## src/rtl/div_sched_if.sv

```systemverilog
// div_sched_if: groups the EX-side request/response handshake and the two
// divider cores' AXI-stream signals that the scheduler sits between.
interface div_sched_if;
    logic        flush;
    logic        req_valid;
    logic        req_ready;
    logic        req_signed;
    logic        req_mod;
    logic [31:0] req_dividend;
    logic [31:0] req_divisor;
    logic        resp_valid;
    logic        resp_ready;
    logic [31:0] resp_data;
    logic        sdiv_tvalid;
    logic        sdiv_tready;
    logic        sdiv_dout_tvalid;
    logic [63:0] sdiv_dout_tdata;
    logic        udiv_tvalid;
    logic        udiv_tready;
    logic        udiv_dout_tvalid;
    logic [63:0] udiv_dout_tdata;
    logic [31:0] div_dividend;
    logic [31:0] div_divisor;
    logic        busy;

    // scheduler view
    modport slave (
        input  flush, req_valid, req_signed, req_mod, req_dividend, req_divisor,
               resp_ready, sdiv_tready, sdiv_dout_tvalid, sdiv_dout_tdata,
               udiv_tready, udiv_dout_tvalid, udiv_dout_tdata,
        output req_ready, resp_valid, resp_data, sdiv_tvalid, udiv_tvalid,
               div_dividend, div_divisor, busy
    );

    // EX stage plus divider cores view
    modport master (
        output flush, req_valid, req_signed, req_mod, req_dividend, req_divisor,
               resp_ready, sdiv_tready, sdiv_dout_tvalid, sdiv_dout_tdata,
               udiv_tready, udiv_dout_tvalid, udiv_dout_tdata,
        input  req_ready, resp_valid, resp_data, sdiv_tvalid, udiv_tvalid,
               div_dividend, div_divisor, busy
    );
endinterface

```

## src/rtl/div_sched.sv

```systemverilog
// div_sched: accepts one div/mod op from EX, issues it to the signed or
// unsigned divider core, returns quotient or remainder. A flushed op keeps
// running in the core (it cannot be cancelled) and its result is drained.
// Division by zero is answered locally when ZERO_BYPASS is set.
module div_sched #(
    parameter int ZERO_BYPASS = 1
) (
    input logic        clk,
    input logic        rst,
    div_sched_if.slave bus
);
    typedef enum logic [2:0] {S_IDLE, S_ISSUE, S_WAIT, S_DONE, S_DRAIN} state_t;

    state_t      state;
    state_t      state_nxt;
    logic        op_signed;
    logic        op_mod;
    logic        drop;
    logic [31:0] op_dividend;
    logic [31:0] op_divisor;
    logic [31:0] result;
    logic        accept;
    logic        bypass;
    logic        sel_tready;
    logic        sel_dout_valid;
    logic [63:0] sel_dout_data;

    // flush wins over a new acceptance in the same cycle
    assign accept = (state == S_IDLE) && bus.req_valid && !bus.flush;
    assign bypass = (ZERO_BYPASS != 0) && (bus.req_divisor == 32'd0);

    // only the core that owns the current op is listened to
    assign sel_tready     = op_signed ? bus.sdiv_tready      : bus.udiv_tready;
    assign sel_dout_valid = op_signed ? bus.sdiv_dout_tvalid : bus.udiv_dout_tvalid;
    assign sel_dout_data  = op_signed ? bus.sdiv_dout_tdata  : bus.udiv_dout_tdata;

    assign bus.resp_data    = result;
    assign bus.div_dividend = op_dividend;
    assign bus.div_divisor  = op_divisor;

    // state register
    always_ff @(posedge clk) begin
        if (rst) state <= S_IDLE;
        else     state <= state_nxt;
    end

    // next-state logic
    always_comb begin
        state_nxt = state;
        unique case (state)
            S_IDLE:  if (accept) state_nxt = bypass ? S_DONE : S_ISSUE;
            S_ISSUE: if (sel_tready) state_nxt = (drop || bus.flush) ? S_DRAIN : S_WAIT;
            S_WAIT: begin
                if (sel_dout_valid) state_nxt = bus.flush ? S_IDLE : S_DONE;
                else if (bus.flush) state_nxt = S_DRAIN;
            end
            S_DONE:  if (bus.flush || bus.resp_ready) state_nxt = S_IDLE;
            S_DRAIN: if (sel_dout_valid) state_nxt = S_IDLE;
            default: state_nxt = S_IDLE;
        endcase
    end

    // operand/result capture and the sticky drop flag for flushes during issue
    always_ff @(posedge clk) begin
        if (rst) begin
            op_signed   <= 1'b0;
            op_mod      <= 1'b0;
            op_dividend <= 32'd0;
            op_divisor  <= 32'd0;
            result      <= 32'd0;
            drop        <= 1'b0;
        end else begin
            if (accept) begin
                op_signed   <= bus.req_signed;
                op_mod      <= bus.req_mod;
                op_dividend <= bus.req_dividend;
                op_divisor  <= bus.req_divisor;
                drop        <= 1'b0;
                if (bypass) result <= bus.req_mod ? bus.req_dividend : 32'hFFFF_FFFF;
            end
            if (state == S_ISSUE && bus.flush) drop <= 1'b1;
            if (state == S_WAIT && sel_dout_valid && !bus.flush)
                result <= op_mod ? sel_dout_data[31:0] : sel_dout_data[63:32];
        end
    end

    // outputs decoded from the current state
    always_comb begin
        bus.req_ready   = (state == S_IDLE) && !bus.flush;
        bus.resp_valid  = (state == S_DONE);
        bus.sdiv_tvalid = (state == S_ISSUE) && op_signed;
        bus.udiv_tvalid = (state == S_ISSUE) && !op_signed;
        bus.busy        = (state != S_IDLE);
    end
endmodule

```

## src/flat_wrapper.sv

```systemverilog
// flat-port wrapper written by rule: the top's interface ports become plain ports
module div_sched_flat 
#(
    parameter int ZERO_BYPASS = 1
)
  (clk, rst, bus_flush, bus_req_valid, bus_req_signed, bus_req_mod, bus_req_dividend, bus_req_divisor, bus_resp_ready, bus_sdiv_tready, bus_sdiv_dout_tvalid, bus_sdiv_dout_tdata, bus_udiv_tready, bus_udiv_dout_tvalid, bus_udiv_dout_tdata, bus_req_ready, bus_resp_valid, bus_resp_data, bus_sdiv_tvalid, bus_udiv_tvalid, bus_div_dividend, bus_div_divisor, bus_busy);
  div_sched_if bus_i ();
  input logic clk;
  input logic rst;
  input wire logic [$bits(bus_i.flush)-1:0] bus_flush;
  input wire logic [$bits(bus_i.req_valid)-1:0] bus_req_valid;
  input wire logic [$bits(bus_i.req_signed)-1:0] bus_req_signed;
  input wire logic [$bits(bus_i.req_mod)-1:0] bus_req_mod;
  input wire logic [$bits(bus_i.req_dividend)-1:0] bus_req_dividend;
  input wire logic [$bits(bus_i.req_divisor)-1:0] bus_req_divisor;
  input wire logic [$bits(bus_i.resp_ready)-1:0] bus_resp_ready;
  input wire logic [$bits(bus_i.sdiv_tready)-1:0] bus_sdiv_tready;
  input wire logic [$bits(bus_i.sdiv_dout_tvalid)-1:0] bus_sdiv_dout_tvalid;
  input wire logic [$bits(bus_i.sdiv_dout_tdata)-1:0] bus_sdiv_dout_tdata;
  input wire logic [$bits(bus_i.udiv_tready)-1:0] bus_udiv_tready;
  input wire logic [$bits(bus_i.udiv_dout_tvalid)-1:0] bus_udiv_dout_tvalid;
  input wire logic [$bits(bus_i.udiv_dout_tdata)-1:0] bus_udiv_dout_tdata;
  output wire logic [$bits(bus_i.req_ready)-1:0] bus_req_ready;
  output wire logic [$bits(bus_i.resp_valid)-1:0] bus_resp_valid;
  output wire logic [$bits(bus_i.resp_data)-1:0] bus_resp_data;
  output wire logic [$bits(bus_i.sdiv_tvalid)-1:0] bus_sdiv_tvalid;
  output wire logic [$bits(bus_i.udiv_tvalid)-1:0] bus_udiv_tvalid;
  output wire logic [$bits(bus_i.div_dividend)-1:0] bus_div_dividend;
  output wire logic [$bits(bus_i.div_divisor)-1:0] bus_div_divisor;
  output wire logic [$bits(bus_i.busy)-1:0] bus_busy;
  assign bus_i.flush = bus_flush;
  assign bus_i.req_valid = bus_req_valid;
  assign bus_i.req_signed = bus_req_signed;
  assign bus_i.req_mod = bus_req_mod;
  assign bus_i.req_dividend = bus_req_dividend;
  assign bus_i.req_divisor = bus_req_divisor;
  assign bus_i.resp_ready = bus_resp_ready;
  assign bus_i.sdiv_tready = bus_sdiv_tready;
  assign bus_i.sdiv_dout_tvalid = bus_sdiv_dout_tvalid;
  assign bus_i.sdiv_dout_tdata = bus_sdiv_dout_tdata;
  assign bus_i.udiv_tready = bus_udiv_tready;
  assign bus_i.udiv_dout_tvalid = bus_udiv_dout_tvalid;
  assign bus_i.udiv_dout_tdata = bus_udiv_dout_tdata;
  assign bus_req_ready = bus_i.req_ready;
  assign bus_resp_valid = bus_i.resp_valid;
  assign bus_resp_data = bus_i.resp_data;
  assign bus_sdiv_tvalid = bus_i.sdiv_tvalid;
  assign bus_udiv_tvalid = bus_i.udiv_tvalid;
  assign bus_div_dividend = bus_i.div_dividend;
  assign bus_div_divisor = bus_i.div_divisor;
  assign bus_busy = bus_i.busy;
  div_sched #(.ZERO_BYPASS(ZERO_BYPASS)) u_core (.clk(clk), .rst(rst), .bus(bus_i));
endmodule
```

## config.mk

```make
export PLATFORM = sky130hd
export DESIGN_NAME = div_sched_flat
export DESIGN_NICKNAME = d
export VERILOG_FILES = /design/src/rtl/div_sched_if.sv /design/src/rtl/div_sched.sv /design/src/flat_wrapper.sv
export SDC_FILE = /design/constraint.sdc
export NUM_CORES = 1
export LEC_CHECK = 0
export BUFFER_PORTS_ARGS = -buffer_cell sky130_fd_sc_hd__buf_2
export CORE_AREA = 2 2 117 119
export CTS_BUF_LIST = sky130_fd_sc_hd__clkbuf_16
export CTS_CLUSTER_SIZE = 30
export DETAILED_ROUTE_END_ITERATION = 8
export DIE_AREA = 0 0 119 121
export PLACE_DENSITY = 0.69
export SETUP_SLACK_MARGIN = 0.02
export SYNTH_ARGS = -nofsm -noshare
export SYNTH_HDL_FRONTEND = slang
export SYNTH_SLANG_ARGS = --single-unit
```

## constraint.sdc

```tcl
create_clock -name clk -period 2.6 [get_ports clk]
set_input_delay 0.52 -clock clk [delete_from_list [all_inputs] [get_ports clk]]
set_output_delay 0.52 -clock clk [all_outputs]
set_load 0.02 [all_outputs]
```

### Word level (Yosys, flattened, before mapping)

Index checks and enable logic that the tools add are counted.
W data, S select, Z words.

* equality and inequality tests: 9
* mux-type cells: 20
* reductions and logical operators: 20

Operators by type and width (number)
* $mux W32: 5
* $mux W64: 1
* $logic_not A32 Y1: 1
* $mux W3: 7
* $pmux W3 S5: 1
* $logic_and A1 B1 Y1: 8
* $ne A2 B1 Y1 const B: 4
* $eq A3 B2 Y1 const B: 2
* $reduce_bool A2 Y1: 3
* $reduce_and A5 Y1: 1
* $mux W1: 4
* $mux W2: 2
* $eq A3 B1 Y1 const B: 1
* $eq A3 B3 Y1 const B: 1
* $logic_not A3 Y1: 1
* $ne A3 B2 Y1 const B: 1
* $reduce_bool A3 Y1: 1
* $logic_not A1 Y1: 2
* $logic_or A1 B1 Y1: 2
* $reduce_and A2 Y1: 1

* bits in registers: 102
* input bits: 203
* output and inout port bits: 101

### Logic depth before layout (Yosys ltp)

* depth after elaboration: 5
* depth in mapped cells: 8
* gate-level depth less buffers: 5

### Worst setup path before layout

OpenSTA, ideal clock, no wires.

* path type: input to register
* start point: input bus_req_divisor[20]
* end point: register u_core.result[9], in the netlist u_core.bus.resp_data[9]
* library setup time: 146 ps
* arrival: 1724 ps
* slack: 730 ps
* cell stages on the path: 7
* path buffers: 2
* cell sequence: nor4_1 > nand4_1 > nor3_4 > or2_1 > buf_2 > buf_2 > a211oi_2

* longest elaborated chain between the ends: 3

RTL lines
* start: declaration: RTL line flat_wrapper.sv:15 `input wire logic [$bits(bus_i.req_divisor)-1:0] bus_req_divisor;`
* $logic_not A32 Y1: RTL line div_sched.sv:30 `assign bypass = (ZERO_BYPASS != 0) && (bus.req_divisor == 32'd0);`
* $reduce_bool A2 Y1 (no line)
* $reduce_and A2 Y1 (no line)
* end signal: assignment: RTL line div_sched.sv:79 `if (bypass) result <= bus.req_mod ? bus.req_dividend : 32'hFFFF_FFFF;`
* end signal: assignment: RTL line div_sched.sv:83 `result <= op_mod ? sel_dout_data[31:0] : sel_dout_data[63:32];`
* end: declaration: RTL line div_sched.sv:21 `logic [31:0] result;`

Every way passes these cells.
A chain may end at the register's enable or synchronous reset.

### Worst setup path in the final report

* start point: register u_core.state[0]
* end point: output bus_udiv_tvalid

* longest elaborated chain between the ends: 2

RTL lines
* start: declaration: RTL line div_sched.sv:14 `state_t state;`
* start signal: assignment: RTL line div_sched.sv:44 `else state <= state_nxt;`
* $eq A3 B1 Y1: RTL line div_sched.sv:92 `bus.udiv_tvalid = (state == S_ISSUE) && !op_signed;`
* $logic_and A1 B1 Y1: RTL line div_sched.sv:92
* end: declaration: RTL line flat_wrapper.sv:27 `output wire logic [$bits(bus_i.udiv_tvalid)-1:0] bus_udiv_tvalid;`

Every way passes these cells.

==> flow_summary_export.csv <==
group,metric,value,unit
sta,period_needed,2.00,ns
clock_tree,cts_tree,"yes",
clock_tree,clk_pin_slew,0.07,ns
detailed_routing,drc_errors,0,
layout,drive_gt1_share,47.2,%
grt,grt_max_degree,68,
yosys,synth.cell_area,0.00507,sq mm
detailed_routing,ant_nets,0,
die,initial_core_util,38.7,%
die,die-area,0.0144,sq mm
clock_tree,ctsHoldBuffers,0,
grt,grt-ovfl-total,0,
detailed_routing,viasPerCell,5.23,
grt,grt_use_total,23.3,%
yosys,synthArstFlopShare,0,%
worst_setup_path,cp_max_fo,8,
detailed_routing,first_pass_iters,5,
die,boundaryPins,304,
layout,nets,1042,
sta,max_clock_freq,0.500,GHz
yosys,syn_area_per_cell,9.02,sq um
clock_tree,post-cts-setup-buffers,0,
yosys,syn_inst,562,
yosys,synth_top_area_cell,"dfxtp_1",
power,comb_power_share,26.5,%
yosys,synth_top_cell_area_share,40.3,%
flow_run,max_cap_violations,0,
yosys,ys.flop_type,"dfxtp_1",
layout,final_util,53.7,%
die,fp.dieW,119,um
power,internal_power,3.00,mW
yosys,synth_area_leaders,"dfxtp_1, mux4_2, nand2_1",
power,p_leak,3.10,nW
worst_setup_path,worstPathArrival,1.48,ns
power,power_density,616,mW/mm^2
die,core.rowCount,42,
yosys,synth_edf_count,0,
worst_setup_path,required,2.08,ns
sta,worst_pin_slew,0.736,ns
sta,min_period_over_period,76.9,%
power,clkPwrFrac,33.1,%
sta,skew,0.00660,ns
power,power.net_switching,1.33,mW
sta,slew-limit-headroom,50.9,%
power,finalPower,4.33,mW
die,core,0.0131,sq mm
sta,rsz0062_at_grt,"false",
grt,grt_pass1_wl,26.5,mm
grt,antenna_found_initial,1,
sta,final-setup-viol-count,0,
yosys,ys_types,41,
clock_tree,clock-sinks,102,
yosys,seq_area_frac_synth,40.3,%
grt,grt_pass1_vias,5279,
worst_setup_path,end_kind,"primary output",
clock_tree,root_buffer,"clkbuf_16",
placed_design,port-buffer-count,303,
layout,diodes,0,
sta,fin_tns_setup,0,ns
clock_tree,htreeDepth,3,
clock_tree,cts.path.max_buffers,2,
yosys,yosys_warnings,0,
run_status,outcome,"finished clean",
layout,area_growth,38.7,%
power,sw_frac_of_total,30.8,%
placed_design,dp.cells,1004,
die,die_y,121,um
clock_tree,cts_resized,0,
placed_design,place.gp.congestion,0.812,
yosys,syn_nets,765,
detailed_routing,num_vias,5339,
layout,final_cells,1020,
worst_setup_path,timing.setup.critical_path_class,"register to primary output",
worst_setup_path,crit_path_start_kind,"register",
detailed_routing,routed_wirelength,16.8,mm
worst_hold_path,holdCritPathClass,"input port to register",
sta,final_max_slew_viol_count,0,
detailed_routing,drt_iter0_markers,274,
power,worst_ir_drop_vdd,0.328,mV
power,p_seq_share,40.4,%
clock_tree,clk_latency,0.35,ns
sta,final_hold_viol_count,0,
placed_design,place_hpwl,12.5,mm
yosys,ys_seq_elements,102,
clock_tree,cts_buffers,9,
detailed_routing,wire_per_inst,16.5,um
kinds of logic after synthesis:
kind of cell           count (synthesis)  synth area share [%]
flip-flops                           102                  40.3
AND/OR/NAND/NOR                      229                  21.3
buffers and inverters                 55                  5.43
multiplexers                          35                  14.8
AO/OA/AOI/OAI                        141                  18.2
state kept, by name, indices dropped and copies added (netlist names):
register                 flops
u_core.bus.div_dividend     32
u_core.bus.div_divisor      32
u_core.bus.resp_data        32
u_core.state                 3
u_core.drop                  1
u_core.op_mod                1
u_core.op_signed             1
synth_stat cells, types with 2 or more instances:
cell type and instances:
and2_1 2, mux2i_1 2, nor4_1 8, buf_2 13, nor2b_1 2, a211oi_2 20, buf_6 4, o21ai_1 32
a21o_1 2, a21oi_1 68, nand4_1 2, nor2_1 5, or3_1 31, a211oi_1 12, clkbuf_1 29, mux4_2 32
buf_4 6, nand2_1 136, nor3_1 33, dfxtp_1 102
through the flow:
step                area [sq um]  setup slack, ns  hold slack [ns]
floorplan                   5070            0.730            0.483
global placement            6720            0.379            0.439
detailed placement          6720            0.373            0.443
CTS                         7030            0.590            0.401
global route                7030            0.448            0.406
finish                      7030            0.600            0.414
final timing paths:
check | from | to | slack [ns] | cells after the start
worst min register to register | u_core.bus.div_dividend[31]$_SDFFE_PP0P_ | u_core.bus.div_dividend[31]$_SDFFE_PP0P_ | 0.45 | 2
worst max-delay path | u_core.state[0]$_SDFFE_PP0P_ | bus_udiv_tvalid | 0.60 | 4
worst min-delay path | bus_req_signed | u_core.op_signed$_SDFFE_PP0P_ | 0.41 | 3
worst max register to register | u_core.state[1]$_SDFFE_PP0P_ | u_core.bus.resp_data[0]$_SDFFE_PP0P_ | 0.60 | 6
cell usage in the layout, fill, tap and decap left out, types with 13 or more instances in the layout:
master,n
a211oi_2,20
a21oi_1,68
buf_2,302
buf_4,13
dfxtp_1,101
mux4_2,32
nand2_1,135
nor3_1,33
o21ai_1,32
or3_1,31
layer usage:
layer / global-route usage (%) / vias to the layer above / share of wire, %
met3: 6.25 / 29 / 8.7
met1: 27.8 / 2476 / 40
met4: 8.56 / 2 / 2.2
li1: - / 2586 / -
met5: 0 / - / 0.077
met2: 40.2 / 246 / 49
final cells by class:
type / instances / area (sq um)
well taps: 176 / 220
multi-input cells: 405 / 2760
clock inverters: 7 / 90.1
flip-flops and latches: 102 / 2040
clock buffers: 9 / 225
inverters: 2 / 7.51
repair buffers: 319 / 1690
fillers: 1274 / 6050
power by group through the flow:
stage | Combinational (mW) | Clock (mW) | Sequential (mW)
after floorplan | 0.585 | 0 | 1.91
after global placement | 1.15 | 0 | 1.78
after detailed placement | 1.15 | 0 | 1.78
after CTS | 1.15 | 1.47 | 1.75
after global routing | 1.25 | 1.54 | 1.77
final | 1.14 | 1.43 | 1.75
worst max-delay path, stage by stage, from the launching register on:
cell and delay, ns:
dfxtp_1 0.46, nor3b_1 0.22, buf_4 0.16, nor2b_1 0.12, buf_2 0.17
(Power assumes the default switching activity.)
